===== config.mk =====
export PLATFORM = sky130hd
export DESIGN_NAME = lsu_mem_stage
export DESIGN_NICKNAME = d
export VERILOG_FILES = /design/src/rtl/lsu_mem_stage.sv
export SDC_FILE = /design/constraint.sdc
export NUM_CORES = 1
export LEC_CHECK = 0
export ABC_CLOCK_PERIOD_IN_PS = 2380
export CORE_MARGIN = 2
export CORE_UTILIZATION = 28
export CTS_CLUSTER_DIAMETER = 30
export CTS_CLUSTER_SIZE = 28
export DETAILED_ROUTE_END_ITERATION = 12
export SYNTH_ARGS = -nofsm -noshare
export SYNTH_HDL_FRONTEND = slang
export SYNTH_SLANG_ARGS = --single-unit

===== constraint.sdc =====
create_clock -name clk -period 2.38 [get_ports clk]
set_input_delay 0.476 -clock clk [delete_from_list [all_inputs] [get_ports clk]]
set_output_delay 0.476 -clock clk [all_outputs]
set_load 0.005 [all_outputs]

===== src/rtl/lsu_mem_stage.sv =====
// rtl/lsu_mem_stage.sv - M-stage load/store unit bridging the pipeline to the dmem valid/grant bus
//
// Purpose: turns the M-stage load/store into one bus transaction (request held until grant,
// then read data on rvalid), stalls F/D/E/M while it is outstanding, extends load data for
// the M/W register and reports misaligned / bad-funct3 / timed-out accesses.
//
// Ports:
//   clk, n_rst                      clock, asynchronous active-low reset
//   mem_req, mem_we, funct3         M-stage access request, store flag, Instr_M[14:12]
//   addr, wdata                     byte address, unaligned store data (low bytes valid)
//   stall                           hold F/D/E/M this cycle
//   load_valid, rdata_ext           1-cycle pulse with extended load data
//   exc_valid, exc_cause            1-cycle exception pulse; 01 misaligned, 10 bad funct3, 11 timeout
//   bus_req, bus_we, bus_addr,
//   bus_be, bus_wdata               bus request and its registered fields
//   bus_gnt, bus_rvalid, bus_rdata  bus grant, read-data valid, read word
module lsu_mem_stage #(
  parameter int unsigned TIMEOUT = 16,
  parameter int unsigned CNT_W   = 8
) (
  input  logic        clk,
  input  logic        n_rst,
  input  logic        mem_req,
  input  logic        mem_we,
  input  logic [2:0]  funct3,
  input  logic [31:0] addr,
  input  logic [31:0] wdata,
  output logic        stall,
  output logic        load_valid,
  output logic [31:0] rdata_ext,
  output logic        exc_valid,
  output logic [1:0]  exc_cause,
  output logic        bus_req,
  output logic        bus_we,
  output logic [31:0] bus_addr,
  output logic [3:0]  bus_be,
  output logic [31:0] bus_wdata,
  input  logic        bus_gnt,
  input  logic        bus_rvalid,
  input  logic [31:0] bus_rdata
);

  typedef enum logic [1:0] {S_IDLE, S_REQ, S_WAIT_R, S_DONE} state_t;

  localparam bit               TO_EN    = (TIMEOUT != 0);
  localparam logic [CNT_W-1:0] CNT_LAST = CNT_W'((TIMEOUT == 0) ? 0 : TIMEOUT - 1);

  state_t           state_q, state_d;
  logic             we_q;
  logic [2:0]       f3_q;
  logic [1:0]       lo_q;
  logic [31:0]      addr_q;
  logic [3:0]       be_q;
  logic [31:0]      wd_q;
  logic [CNT_W-1:0] cnt_q;
  logic             to_q, to_d;
  logic [31:0]      rdata_q;

  logic        bad_f3, misal, acc_ok, start, cnt_last, capture;
  logic [3:0]  be_new;
  logic [31:0] wd_new, ext_data;
  logic [7:0]  rd_byte;
  logic [15:0] rd_half;

  // Access legality; an unsupported funct3 outranks misalignment.
  always_comb begin
    bad_f3 = 1'b0;
    misal  = 1'b0;
    case (funct3)
      3'b000: ;
      3'b100: bad_f3 = mem_we;
      3'b001: misal = addr[0];
      3'b101: begin
        bad_f3 = mem_we;
        misal  = addr[0];
      end
      3'b010: misal = |addr[1:0];
      default: bad_f3 = 1'b1;
    endcase
  end

  assign acc_ok = ~bad_f3 & ~misal;
  assign start  = (state_q == S_IDLE) & mem_req & acc_ok;

  // Byte enables and lane-replicated store data, both by access size.
  always_comb begin
    be_new = 4'b1111;
    wd_new = wdata;
    case (funct3[1:0])
      2'b00: begin
        be_new = 4'b0001 << addr[1:0];
        wd_new = {4{wdata[7:0]}};
      end
      2'b01: begin
        be_new = 4'b0011 << {addr[1], 1'b0};
        wd_new = {2{wdata[15:0]}};
      end
      default: ;
    endcase
  end

  // Load extension uses the latched offset/funct3, not the live M-stage inputs.
  always_comb begin
    rd_byte  = bus_rdata[{lo_q, 3'b000} +: 8];
    rd_half  = lo_q[1] ? bus_rdata[31:16] : bus_rdata[15:0];
    ext_data = bus_rdata;
    case (f3_q)
      3'b000:  ext_data = {{24{rd_byte[7]}}, rd_byte};
      3'b100:  ext_data = {24'd0, rd_byte};
      3'b001:  ext_data = {{16{rd_half[15]}}, rd_half};
      3'b101:  ext_data = {16'd0, rd_half};
      default: ext_data = bus_rdata;
    endcase
  end

  assign cnt_last = TO_EN && (cnt_q == CNT_LAST);

  always_comb begin
    state_d    = state_q;
    capture    = 1'b0;
    to_d       = 1'b0;
    stall      = 1'b0;
    load_valid = 1'b0;
    exc_valid  = 1'b0;
    exc_cause  = 2'b00;
    bus_req    = 1'b0;
    case (state_q)
      S_IDLE: begin
        if (mem_req && !acc_ok) begin
          exc_valid = 1'b1;
          exc_cause = bad_f3 ? 2'b10 : 2'b01;
        end
        if (start) begin
          stall   = 1'b1;
          state_d = S_REQ;
        end
      end
      S_REQ: begin
        stall   = 1'b1;
        bus_req = 1'b1;
        if (bus_gnt && (we_q || bus_rvalid)) begin
          capture = ~we_q;
          state_d = S_DONE;
        end else if (cnt_last) begin
          to_d    = 1'b1;
          state_d = S_DONE;
        end else if (bus_gnt) begin
          state_d = S_WAIT_R;
        end
      end
      S_WAIT_R: begin
        stall = 1'b1;
        if (bus_rvalid) begin
          capture = 1'b1;
          state_d = S_DONE;
        end else if (cnt_last) begin
          to_d    = 1'b1;
          state_d = S_DONE;
        end
      end
      S_DONE: begin
        load_valid = ~we_q & ~to_q;
        exc_valid  = to_q;
        exc_cause  = to_q ? 2'b11 : 2'b00;
        state_d    = S_IDLE;
      end
      default: state_d = S_IDLE;
    endcase
  end

  always_ff @(posedge clk or negedge n_rst) begin
    if (!n_rst) begin
      state_q <= S_IDLE;
      we_q    <= 1'b0;
      f3_q    <= 3'd0;
      lo_q    <= 2'd0;
      addr_q  <= 32'd0;
      be_q    <= 4'd0;
      wd_q    <= 32'd0;
      cnt_q   <= '0;
      to_q    <= 1'b0;
      rdata_q <= 32'd0;
    end else begin
      state_q <= state_d;
      to_q    <= to_d;
      if (start) begin
        we_q   <= mem_we;
        f3_q   <= funct3;
        lo_q   <= addr[1:0];
        addr_q <= {addr[31:2], 2'b00};
        be_q   <= be_new;
        wd_q   <= wd_new;
        cnt_q  <= '0;
      end else if (state_q == S_REQ || state_q == S_WAIT_R) begin
        cnt_q <= cnt_q + CNT_W'(1);
      end
      if (capture) begin
        rdata_q <= ext_data;
      end
    end
  end

  assign rdata_ext = rdata_q;
  assign bus_we    = we_q;
  assign bus_addr  = addr_q;
  assign bus_be    = be_q;
  assign bus_wdata = wd_q;

endmodule


==> impl_metrics.toml <==
[layout]
finalNonFillerCells = 1025
synthToLayoutAreaGrowth_pct = 58.2
antennaDiodeCount = 0
drive_gt1_share_pct = 18.7
layout_common_cells = "200 x clkdlybuf4s50_1, 115 x dfrtp_1, 87 x nand2_1"
final_common_cell = "clkdlybuf4s50_1"
nets = 857
final_core_util_pct = 45.0

[yosys]
synth_edf_count = 0
syn_area_per_cell_um2 = 10.6
yosysWarnings = 0
synthesis.area_um2 = 5540
async_reset_ff_share_pct = 100
synth-seq-cells = 115
yosysUniqueCellTypes = 46
synth-main-ff-cell = "dfrtp_1"
syn_inst = 521
ys_seq_area_share_pct = 52.0

[power]
cellPowerDensity_nw_per_um2 = 1240
p_leak_nw = 3.82
ir_drop_uv = 536
total_power_mw = 10.8

[grt]
antenna_found_initial = 0
grt_usage_pct = 16.2
grt_max_degree = 81
grt_pass1_wl_um = 26000
grt_pass1_vias = 5002
grt_overflow_total = 0

[clock_network]
cts_buffer_depth = 2
clock-sinks = 115
cts_hold_buf = 0
clkSlewWorstSetupHoldPaths_ns = 0.06
cts_tree = "done"
insertion_delay_ns = 0.41
cts_buffers = 17
cts-htree-levels = 4
cts_root_buffer = "clkbuf_16"

[floorplan]
row_count = 51
start_util_pct = 28.4
die_y_um = 145
die-area_um2 = 20900
die_x_um = 145
coreArea_um2 = 19500
ios = 212

[timing]
skew_ns = 0.00911
hold_viol_final = 0
tightestPinTransition_ns = 0.907
finalCritPeriodShare_pct = 99.7
rsz0062_at_grt = "true"
period_needed_ns = 2.37
setup_viol = 0
slew-limit-headroom_pct = 39.3
max_freq_mhz = 421
setup_slack_ns = 0.00625
whs_ns = 0.0529
report.final.slew_viol_count = 0

[placement]
dp_hpwl_um = 12500
dp_cells = 990
place_ws_ns = -0.675
port-buffer-count = 209
gp_congestion = 0.869

[setup_path]
cp_data_required_time_ns = 1.90
crit_fanout = 2
r2r_slack_ns = 0.13
startpoint_type = "primary input"
r2r_start = "state_q[1]"
reg2reg_depth = 10
r2r_end = "rdata_ext[21]"
crit_arrival_ns = 1.90
crit_type = "in2out"
endpoint_kind = "output port"

[route]
ant_nets = 0
wl_um = 16900
dr.pass1.iters = 5
first_iter_violations = 269
vias = 4788
drt-vias-per-instance = 4.67
routedWlPerCell_um = 16.5
remaining_drc_errors = 0

[job]
max_cap_violations = 0

[run_status]
status = "finished clean"

[worst_hold_path]
min_path_type = "in2async"
worst max-delay path: stages:
cell and delay (ns):
clkdlybuf4s50_1 0.50, a221oi_2 0.06, or3_4 0.41, a21oi_2 0.16
a21boi_2 0.16, buf_2 0.12
Yosys cell counts, types with 4 or more instances:
| cell type | number | area share, % |
|---|---|---|
| nor2_1 | 30 | 2.0 |
| ha_1 | 5 | 1.1 |
| o22ai_1 | 9 | 1.0 |
| buf_6 | 4 | 0.81 |
| buf_4 | 4 | 0.54 |
| o211ai_1 | 7 | 0.95 |
| inv_1 | 9 | 0.61 |
| nor2b_1 | 9 | 1.0 |
| clkbuf_1 | 23 | 1.6 |
| a21oi_1 | 20 | 1.8 |
| nand2_1 | 88 | 6.0 |
| xnor2_1 | 4 | 0.63 |
| mux2i_1 | 40 | 7.2 |
| o211ai_2 | 10 | 2.3 |
| mux2_2 | 45 | 9.2 |
| dfrtp_1 | 115 | 52 |
| o21ai_0 | 48 | 4.3 |
| buf_2 | 5 | 0.45 |
layer usage:
layer	vias up	GRT usage, %	wire length, µm
li1	2267	-	-
met1	2319	20.1	7270
met2	186	26.7	8040
met3	16	5.60	1470
met4	0	4.60	153
met5	-	0	0
cell type report:
class | count | area (µm²)
clock buffer | 19 | 443
clock inverter | 13 | 181
fill | 1832 | 10700
inverter | 9 | 33.8
multi-input combinational | 360 | 2500
sequential | 115 | 2880
tap | 265 | 332
timing repair buffer | 244 | 2390
worst max-delay path by stage:
stage,slack [ns],startpoint,endpoint
6_report,0.006,funct3[1],exc_cause[0]
5_1_grt,-0.05,state_q[0],exc_cause[0]
4_1_cts,-0.01,state_q[1],exc_cause[0]
3_5_place_dp,-0.68,funct3[2],exc_cause[0]
3_3_place_gp,-0.67,funct3[0],exc_cause[0]
2_1_floorplan,0.23,funct3[0],stall
timing repair:
item,in CTS,in global routing
setup endpoints to repair,4,11
gates resized for setup,28,6
pin swaps,5,4
buffers inserted,6,0
flip-flops by register name (all words and copies together) (netlist names):
| signal | cells |
|---|---|
| cnt_q | 8 |
| f3_q | 3 |
| bus_wdata | 32 |
| bus_addr | 30 |
| to_q | 1 |
| state_q | 2 |
| rdata_ext | 32 |
| bus_we | 1 |
| bus_be | 4 |
| lo_q | 2 |
through the flow:
step / instance area (µm²) / setup TNS [ns]
6_report: 8760 / 0
5_1_grt: 8760 / -0.0545
4_1_cts: 8760 / -0.0206
3_5_place_dp: 8070 / -14.90
3_3_place_gp: 8070 / -13.17
2_1_floorplan: 5540 / 0
where the power goes:
group	switching (mW)	internal [mW]	total, mW
Combinational	1.84	2.75	4.59
Sequential	0.639	2.88	3.51
Clock	0.938	1.78	2.72
cell families (layout without fill, tap and decap cells):
logic type               count (synthesis)  count (layout)  synth area share [%]
buffers and inverters                   47             285                  4.11
other                                    1               2                0.0677
adder cells (fa/ha/maj)                  5               5                  1.13
flip-flops                             115             115                  52.0
AO/OA/AOI/OAI                          115             115                  13.5
multiplexers                            86              86                  16.8
AND/OR/NAND/NOR                        145             145                  11.3
XOR/XNOR                                 7               7                  1.11
No activity file was read; power rests on OpenSTA's default activity.
